[config.mk]
export PLATFORM = sky130hd
export DESIGN_NAME = nonce_result_scanner
export DESIGN_NICKNAME = d
export VERILOG_FILES = /design/src/rtl/nonce_scan_pkg.sv /design/src/rtl/mem_read_pipe.sv /design/src/rtl/nonce_result_scanner.sv
export SDC_FILE = /design/constraint.sdc
export NUM_CORES = 1
export LEC_CHECK = 0
export CAP_MARGIN = 20
export CELL_PAD_IN_SITES_DETAIL_PLACEMENT = 1
export CELL_PAD_IN_SITES_GLOBAL_PLACEMENT = 1
export CORE_AREA = 2 2 155 157
export CTS_CLUSTER_DIAMETER = 40
export DETAILED_ROUTE_END_ITERATION = 8
export DIE_AREA = 0 0 157 159
export GPL_TIMING_DRIVEN = 1
export PLACE_DENSITY = 0.77
export RECOVER_POWER = 50
export SLEW_MARGIN = 10
export SYNTH_ARGS = -nofsm -noshare
export SYNTH_HDL_FRONTEND = slang
export SYNTH_SLANG_ARGS = --single-unit
[constraint.sdc]
create_clock -name clk -period 3.15 [get_ports clk]
set_input_delay 0.63 -clock clk [delete_from_list [all_inputs] [get_ports clk]]
set_output_delay 0.63 -clock clk [all_outputs]
set_load 0.02 [all_outputs]
[src/rtl/nonce_scan_pkg.sv]
// nonce_scan_pkg: shared state encoding and result-record layout for the nonce scanner
package nonce_scan_pkg;

    typedef enum logic [2:0] {IDLE, READ, DRAIN, WRITE0, WRITE1, FINISH} state_e;

    localparam int FOUND_BIT     = 31;
    localparam int COUNT_LSB     = 16;
    localparam int NONCE_LSB     = 0;
    localparam int COUNT_FIELD_W = 5;
    localparam int NONCE_FIELD_W = 16;
    localparam int RESULT_WORDS  = 2;

    function automatic logic [31:0] summary_word(input logic f,
                                                 input logic [COUNT_FIELD_W-1:0] c,
                                                 input logic [NONCE_FIELD_W-1:0] n);
        logic [31:0] s;
        s = '0;
        s[FOUND_BIT] = f;
        s[COUNT_LSB +: COUNT_FIELD_W] = c;
        s[NONCE_LSB +: NONCE_FIELD_W] = n;
        return s;
    endfunction

endpackage

[src/rtl/mem_read_pipe.sv]
// mem_read_pipe: sequential read address generator with a 2-stage valid/index pipe
// matching the two-cycle latency from registered address to usable read data.
module mem_read_pipe #(
    parameter int NUM_NONCES = 16,
    parameter int NONCE_W    = $clog2(NUM_NONCES)
) (
    input  logic               clk,
    input  logic               reset_n,
    input  logic               clear_i,
    input  logic               issue_i,
    input  logic [15:0]        base_i,
    input  logic [31:0]        rdata_i,
    output logic [15:0]        addr_o,
    output logic               last_o,
    output logic               data_valid_o,
    output logic [NONCE_W-1:0] data_index_o,
    output logic [31:0]        data_o
);

    logic [NONCE_W-1:0] idx_q, ix0_q, ix1_q;
    logic [1:0]         vld_q;

    assign addr_o       = base_i + 16'(idx_q);
    assign last_o       = idx_q == NONCE_W'(NUM_NONCES - 1);
    assign data_valid_o = vld_q[1];
    assign data_index_o = ix1_q;
    assign data_o       = rdata_i;

    always_ff @(posedge clk or negedge reset_n) begin
        if (!reset_n) begin
            idx_q <= '0;
            ix0_q <= '0;
            ix1_q <= '0;
            vld_q <= '0;
        end else begin
            idx_q <= clear_i ? '0 : issue_i ? idx_q + 1'b1 : idx_q;
            vld_q <= {vld_q[0], issue_i};
            ix0_q <= idx_q;
            ix1_q <= ix0_q;
        end
    end

endmodule

[src/rtl/nonce_result_scanner.sv]
// nonce_result_scanner: scans per-nonce hash words, tracks minimum and target matches,
// and writes a two-word result record back through the shared single-port memory.
module nonce_result_scanner
    import nonce_scan_pkg::*;
#(
    parameter int NUM_NONCES = 16,
    parameter int NONCE_W    = $clog2(NUM_NONCES)
) (
    input  logic               clk,
    input  logic               reset_n,
    input  logic               start,
    input  logic [15:0]        input_addr,
    input  logic [15:0]        result_addr,
    input  logic [31:0]        target,
    output logic               done,
    output logic               found,
    output logic [NONCE_W-1:0] best_nonce,
    output logic [31:0]        best_value,
    output logic [NONCE_W:0]   match_count,
    output logic               mem_clk,
    output logic               mem_we,
    output logic [15:0]        mem_addr,
    output logic [31:0]        mem_write_data,
    input  logic [31:0]        mem_read_data
);

    state_e             state_q;
    logic               done_q, we_q, found_q, found_d;
    logic [15:0]        addr_q, in_base_q, res_base_q, rd_addr;
    logic [31:0]        wdata_q, target_q, value_q, value_d, rd_data;
    logic [NONCE_W-1:0] nonce_q, nonce_d, rd_index;
    logic [NONCE_W:0]   count_q, count_d;
    logic               rd_last, rd_valid, hit, better;

    mem_read_pipe #(.NUM_NONCES(NUM_NONCES), .NONCE_W(NONCE_W)) u_pipe (
        .clk          (clk),
        .reset_n      (reset_n),
        .clear_i      (state_q == IDLE && start),
        .issue_i      (state_q == READ),
        .base_i       (in_base_q),
        .rdata_i      (mem_read_data),
        .addr_o       (rd_addr),
        .last_o       (rd_last),
        .data_valid_o (rd_valid),
        .data_index_o (rd_index),
        .data_o       (rd_data)
    );

    // Strict compares: ties keep the earlier nonce, a word equal to target does not count.
    always_comb begin
        hit     = rd_valid && (rd_data < target_q);
        better  = rd_valid && (rd_data < value_q);
        value_d = better ? rd_data : value_q;
        nonce_d = better ? rd_index : nonce_q;
        count_d = count_q + {{NONCE_W{1'b0}}, hit};
        found_d = found_q | hit;
    end

    always_ff @(posedge clk or negedge reset_n) begin
        if (!reset_n) begin
            state_q    <= IDLE;
            done_q     <= 1'b1;
            we_q       <= 1'b0;
            addr_q     <= '0;
            wdata_q    <= '0;
            found_q    <= 1'b0;
            nonce_q    <= '0;
            value_q    <= '1;
            count_q    <= '0;
            in_base_q  <= '0;
            res_base_q <= '0;
            target_q   <= '0;
        end else begin
            found_q <= found_d;
            nonce_q <= nonce_d;
            value_q <= value_d;
            count_q <= count_d;
            case (state_q)
                IDLE: if (start) begin
                    in_base_q  <= input_addr;
                    res_base_q <= result_addr;
                    target_q   <= target;
                    found_q    <= 1'b0;
                    count_q    <= '0;
                    nonce_q    <= '0;
                    value_q    <= '1;
                    done_q     <= 1'b0;
                    state_q    <= READ;
                end
                READ: begin
                    addr_q  <= rd_addr;
                    state_q <= rd_last ? DRAIN : READ;
                end
                DRAIN: state_q <= (rd_valid && rd_index == NONCE_W'(NUM_NONCES - 1)) ? WRITE0 : DRAIN;
                WRITE0: begin
                    we_q    <= 1'b1;
                    addr_q  <= res_base_q;
                    wdata_q <= value_d;
                    state_q <= WRITE1;
                end
                WRITE1: begin
                    addr_q  <= res_base_q + 16'(RESULT_WORDS - 1);
                    wdata_q <= summary_word(found_q, COUNT_FIELD_W'(count_q), NONCE_FIELD_W'(nonce_q));
                    state_q <= FINISH;
                end
                FINISH: begin
                    we_q    <= 1'b0;
                    done_q  <= 1'b1;
                    state_q <= IDLE;
                end
                default: state_q <= IDLE;
            endcase
        end
    end

    assign done           = done_q;
    assign found          = found_q;
    assign best_nonce     = nonce_q;
    assign best_value     = value_q;
    assign match_count    = count_q;
    assign mem_clk        = clk;
    assign mem_we         = we_q;
    assign mem_addr       = addr_q;
    assign mem_write_data = wdata_q;

endmodule

* After elaboration in Yosys (flattened, before gate mapping) *
Cells that the tools add are included.

cells by class
  $lt $le $gt $ge = 2
  add/sub/neg operators = 4
  equality and inequality tests = 8
  reductions and logical operators = 12
  bitwise gates (word level) = 1
  multiplexer cells = 21

operator list
  cell                   number
  $mux 32                3
  $lt 32x32->1           2
  $pmux 32 s2            1
  $pmux 16 s3            1
  $mux 4                 5
  $add 16x1->16 const B  1
  $add 16x4->16          1
  $pmux 3 s5             1
  $mux 5                 2
  $eq 4x4->1 const B     2
  $reduce_bool 2->1      4
  $eq 3x2->1 const B     2
  $eq 3x3->1 const B     2
  $add 5x1->5            1
  $add 4x1->4 const B    1
  $logic_and 1x1->1      4
  $mux 1                 4
  $pmux 1 s2             2
  $reduce_and 2->1       2
  $eq 3x1->1 const B     1
  $logic_not 3->1        1
  $mux 3                 1
  $reduce_bool 3->1      1
  $mux 2                 1
  2 further kinds        2

word-level totals
  flip-flop bits (word level) = 173
  output and inout port bits = 93
  word-level logic and storage cells = 64
  input bits = 99

* Logic depth before layout (Yosys ltp) *
  depth in word-level cells = 5
  depth in mapped cells = 13
  depth with buffers taken out = 13

* Hierarchy *
A second synthesis with hierarchy kept.

second synthesis, totals
  cells, all modules = 993
  area, all modules = 9,376.5 um^2

modules (own cells, without submodules)
  module                sequential area each (um^2)  instances  cells an instance  area an instance (um^2)
  nonce_result_scanner  4,020.1                      1          891                8,335.5
  mem_read_pipe         350.3                        1          102                1,041.0

==> impl_metrics.tcl <==
set metrics [dict create \
    outcome "finished, violations left" \
    violations "capacitance limit, slew limit" \
    comb_power_share_pct 46.7 \
    synth_edf_count 0 \
    place_area_sq_um 11600 \
    wl_per_cell_um 19.4 \
    ant_nets 0 \
    grt_overflow 0 \
    period_minus_slack_ps 3000 \
    pwr-share-seq_pct 32.9 \
    die_w_um 157 \
    viasPerCell 5.18 \
    critPathMostFrequentCell "ha_1" \
    cts_tree "done" \
    maxCapViolCount 1 \
    yosys-top-cells-count "nand2_1, dfrtp_1, ha_1" \
    required_ps 3510 \
    final_hold_viol_count 0 \
    min_path_type "flip-flop to flip-flop" \
    arrival_ps 3350 \
    synth_most_common_cell "nand2_1" \
    power.density_nw_per_um2 1060 \
    top_level_ports 192 \
    clock_power_share_pct 20.4 \
    worstPathCellList "clkdlybuf4s50_1, buf_4, ha_1, a211oi_1, nand2_1, a31oi_1, o21ai_0, a31oi_1, o21a_1, ha_1, ha_1, nand3_1, xor2_1, nor2_1" \
    clkTransAtPathRegs_ps 60 \
    clock.fmax_mhz 334 \
    swShare_pct 39.6 \
    die_y_um 159 \
    cp_top_family "compound AO/OA/AOI/OAI gates" \
    layout_setup_ws_ps 154 \
    fin_cells 1511 \
    drt_wl_total_um 29200 \
    antenna_found_initial 1 \
    synth_area_leaders "dfrtp_1, ha_1, dfstp_2" \
    dp_slack_ps -318 \
    path_buf_inv 2 \
    syn2layout_area_growth_pct 36.4 \
    hpwl_um 21100 \
    vdd_ir_drop_max_uv 440 \
    power_leakage_nw 5.74 \
    synth_nets 1120 \
    grt_usage_pct 24.2 \
    power.switching_mw 5.15 \
    critPathMaxStageDelay_ps 470 \
    maxSlewHeadroom_pct -9.88 \
    drive_gt1_share_pct 10.8 \
    async_flop_share_pct 100 \
    fin_area_sq_um 12300 \
    period_share_pct 95.1 \
    initial_utilization_pct 38.8 \
    grt_max_degree 74 \
    fin_hold_ws_ps 350 \
    intPower_mw 7.83 \
    seq_area_frac_synth_pct 48.6 \
    finClkSkew_ps 10.9 \
    yosys_register_bits 173 \
    grt_pass1_wl_um 47000 \
    yosys.area.top_type "dfrtp_1" \
    yosysTopAreaCellShare_pct 38.9 \
    route.detailed.drc 0 \
    yosysUniqueCellTypes 57 \
    fin_nets 1348 \
    drt_iter0_markers 315 \
    ys_warn_count 0 \
    drv_slew 64 \
    cpMaxStageDelayCell "clkdlybuf4s50_1" \
    cts_hold_repair.buffers 0 \
    tightest_slew_ps 1650 \
    synth_area_per_cell_sq_um 9.47 \
    grt_pass1_vias 8692 \
    fillers 2648 \
    dieArea_sq_um 25000 \
    cts_resized 0 \
    ys.flop_type "dfrtp_1" \
    cp_max_fo 2 \
    syn_area_sq_um 9000 \
    postCtsSetupBuffers 0 \
    rows 56 \
    final_core_util_pct 52.9 \
    placedCellCount 1475 \
    worstSetupPathType "input port to flip-flop" \
    end_kind "flip-flop" \
    grt_setup_unrepaired "no" \
    core_area_sq_um 23200 \
    port_buffers 191 \
    dr_total_vias 7821 \
    setup_viol 0 \
    drtPass1Iterations 4 \
    gp_congestion 0.890 \
    syn_inst 950 \
    start_kind "input port" \
    clock_latency_ps 540 \
]
## layer usage
layer	wire length (um)	global-route usage, %
met2	14300	41.1
met4	796	9.09
met1	12800	30.8
met5	0	0
met3	1370	3.81
## cell usage in the layout, fill, tap and decap left out, drive strengths merged, types with 3 or more instances in the layout
| cell | instances |
|---|---|
| nand2 | 210 |
| clkdlybuf4s50 | 190 |
| dfrtp | 140 |
| o21ai | 87 |
| ha | 70 |
| inv | 69 |
| nor2 | 52 |
| buf | 50 |
| a21oi | 46 |
| mux2i | 36 |
| dfstp | 33 |
| clkbuf | 31 |
| nand3 | 17 |
| xnor2 | 16 |
| nand4 | 14 |
| a22oi | 12 |
| xor2 | 10 |
| a21o | 9 |
| nand2b | 8 |
| nor2b | 7 |
| and4 | 6 |
| o21a | 6 |
| bufinv | 6 |
| clkinv | 6 |
| a221oi | 5 |
| a31oi | 5 |
| and3 | 4 |
| a211oi | 4 |
| o211ai | 4 |
| o22ai | 4 |
| nor3 | 4 |
| and2 | 3 |
## layout make-up
cell class              instances  area [sq um]  share of cell area, %
flip-flops and latches        173          4370                   35.6
multi-input cells             665          4150                   33.9
repair buffers                247          2320                   18.9
clock buffers                  24           542                   4.42
well taps                     319           399                   3.25
inverters                      70           263                   2.14
clock inverters                12           216                   1.76
diodes                          1          2.50                 0.0204
## power by group through the flow
| stage | logic [mW] | clock network [mW] | registers [mW] |
|---|---|---|---|
| after detailed placement | 6.08 | 0.0426 | 4.28 |
| after global placement | 5.80 | 0.0426 | 4.25 |
| after CTS | 6.16 | 2.69 | 4.27 |
| after floorplan | 3.08 | 0.0371 | 4.67 |
| final | 6.06 | 2.65 | 4.27 |
| after global routing | 6.70 | 2.79 | 4.40 |
## cell families after synthesis
family / Yosys count / share of synthesized area (%)
compound gates: 194 / 13.0
xor+xnor: 26 / 2.53
fa+ha+maj: 71 / 9.96
buf+inv: 112 / 5.34
flops: 173 / 48.6
mux: 37 / 4.13
simple gates: 337 / 16.5
## metrics by stage
step	setup TNS (ps)	power, mW
detailed placement	-13320	10.4
global route	0	13.9
CTS	0	13.1
finish	0	13.0
floorplan	0	7.79
global placement	-5480	10.1
## state kept, by name (all words and copies together), names as in the netlist
signal and cells:
match_count 5, u_pipe.data_index_o 4, target_q 32, u_pipe.ix0_q 4, state_q 3, best_value 32
u_pipe.vld_q 2, res_base_q 16, in_base_q 16, mem_we 1, mem_addr 16, found 1
best_nonce 4, u_pipe.idx_q 4, done 1, mem_write_data 32
## final timing paths
path	startpoint	to	slack, ps	depth (start not counted)
worst min-delay path	u_pipe.vld_q[0]	u_pipe.vld_q[1]	350	0
max in group asynchronous	reset_n	in_base_q[14]	570	2
min in group asynchronous	reset_n	mem_write_data[24]	510	1
worst min register to register	u_pipe.vld_q[0]	u_pipe.vld_q[1]	350	0
worst max register to register	best_value[15]	mem_write_data[30]	210	11
worst max-delay path	mem_read_data[5]	match_count[4]	150	14
(Power assumes the default switching activity.)
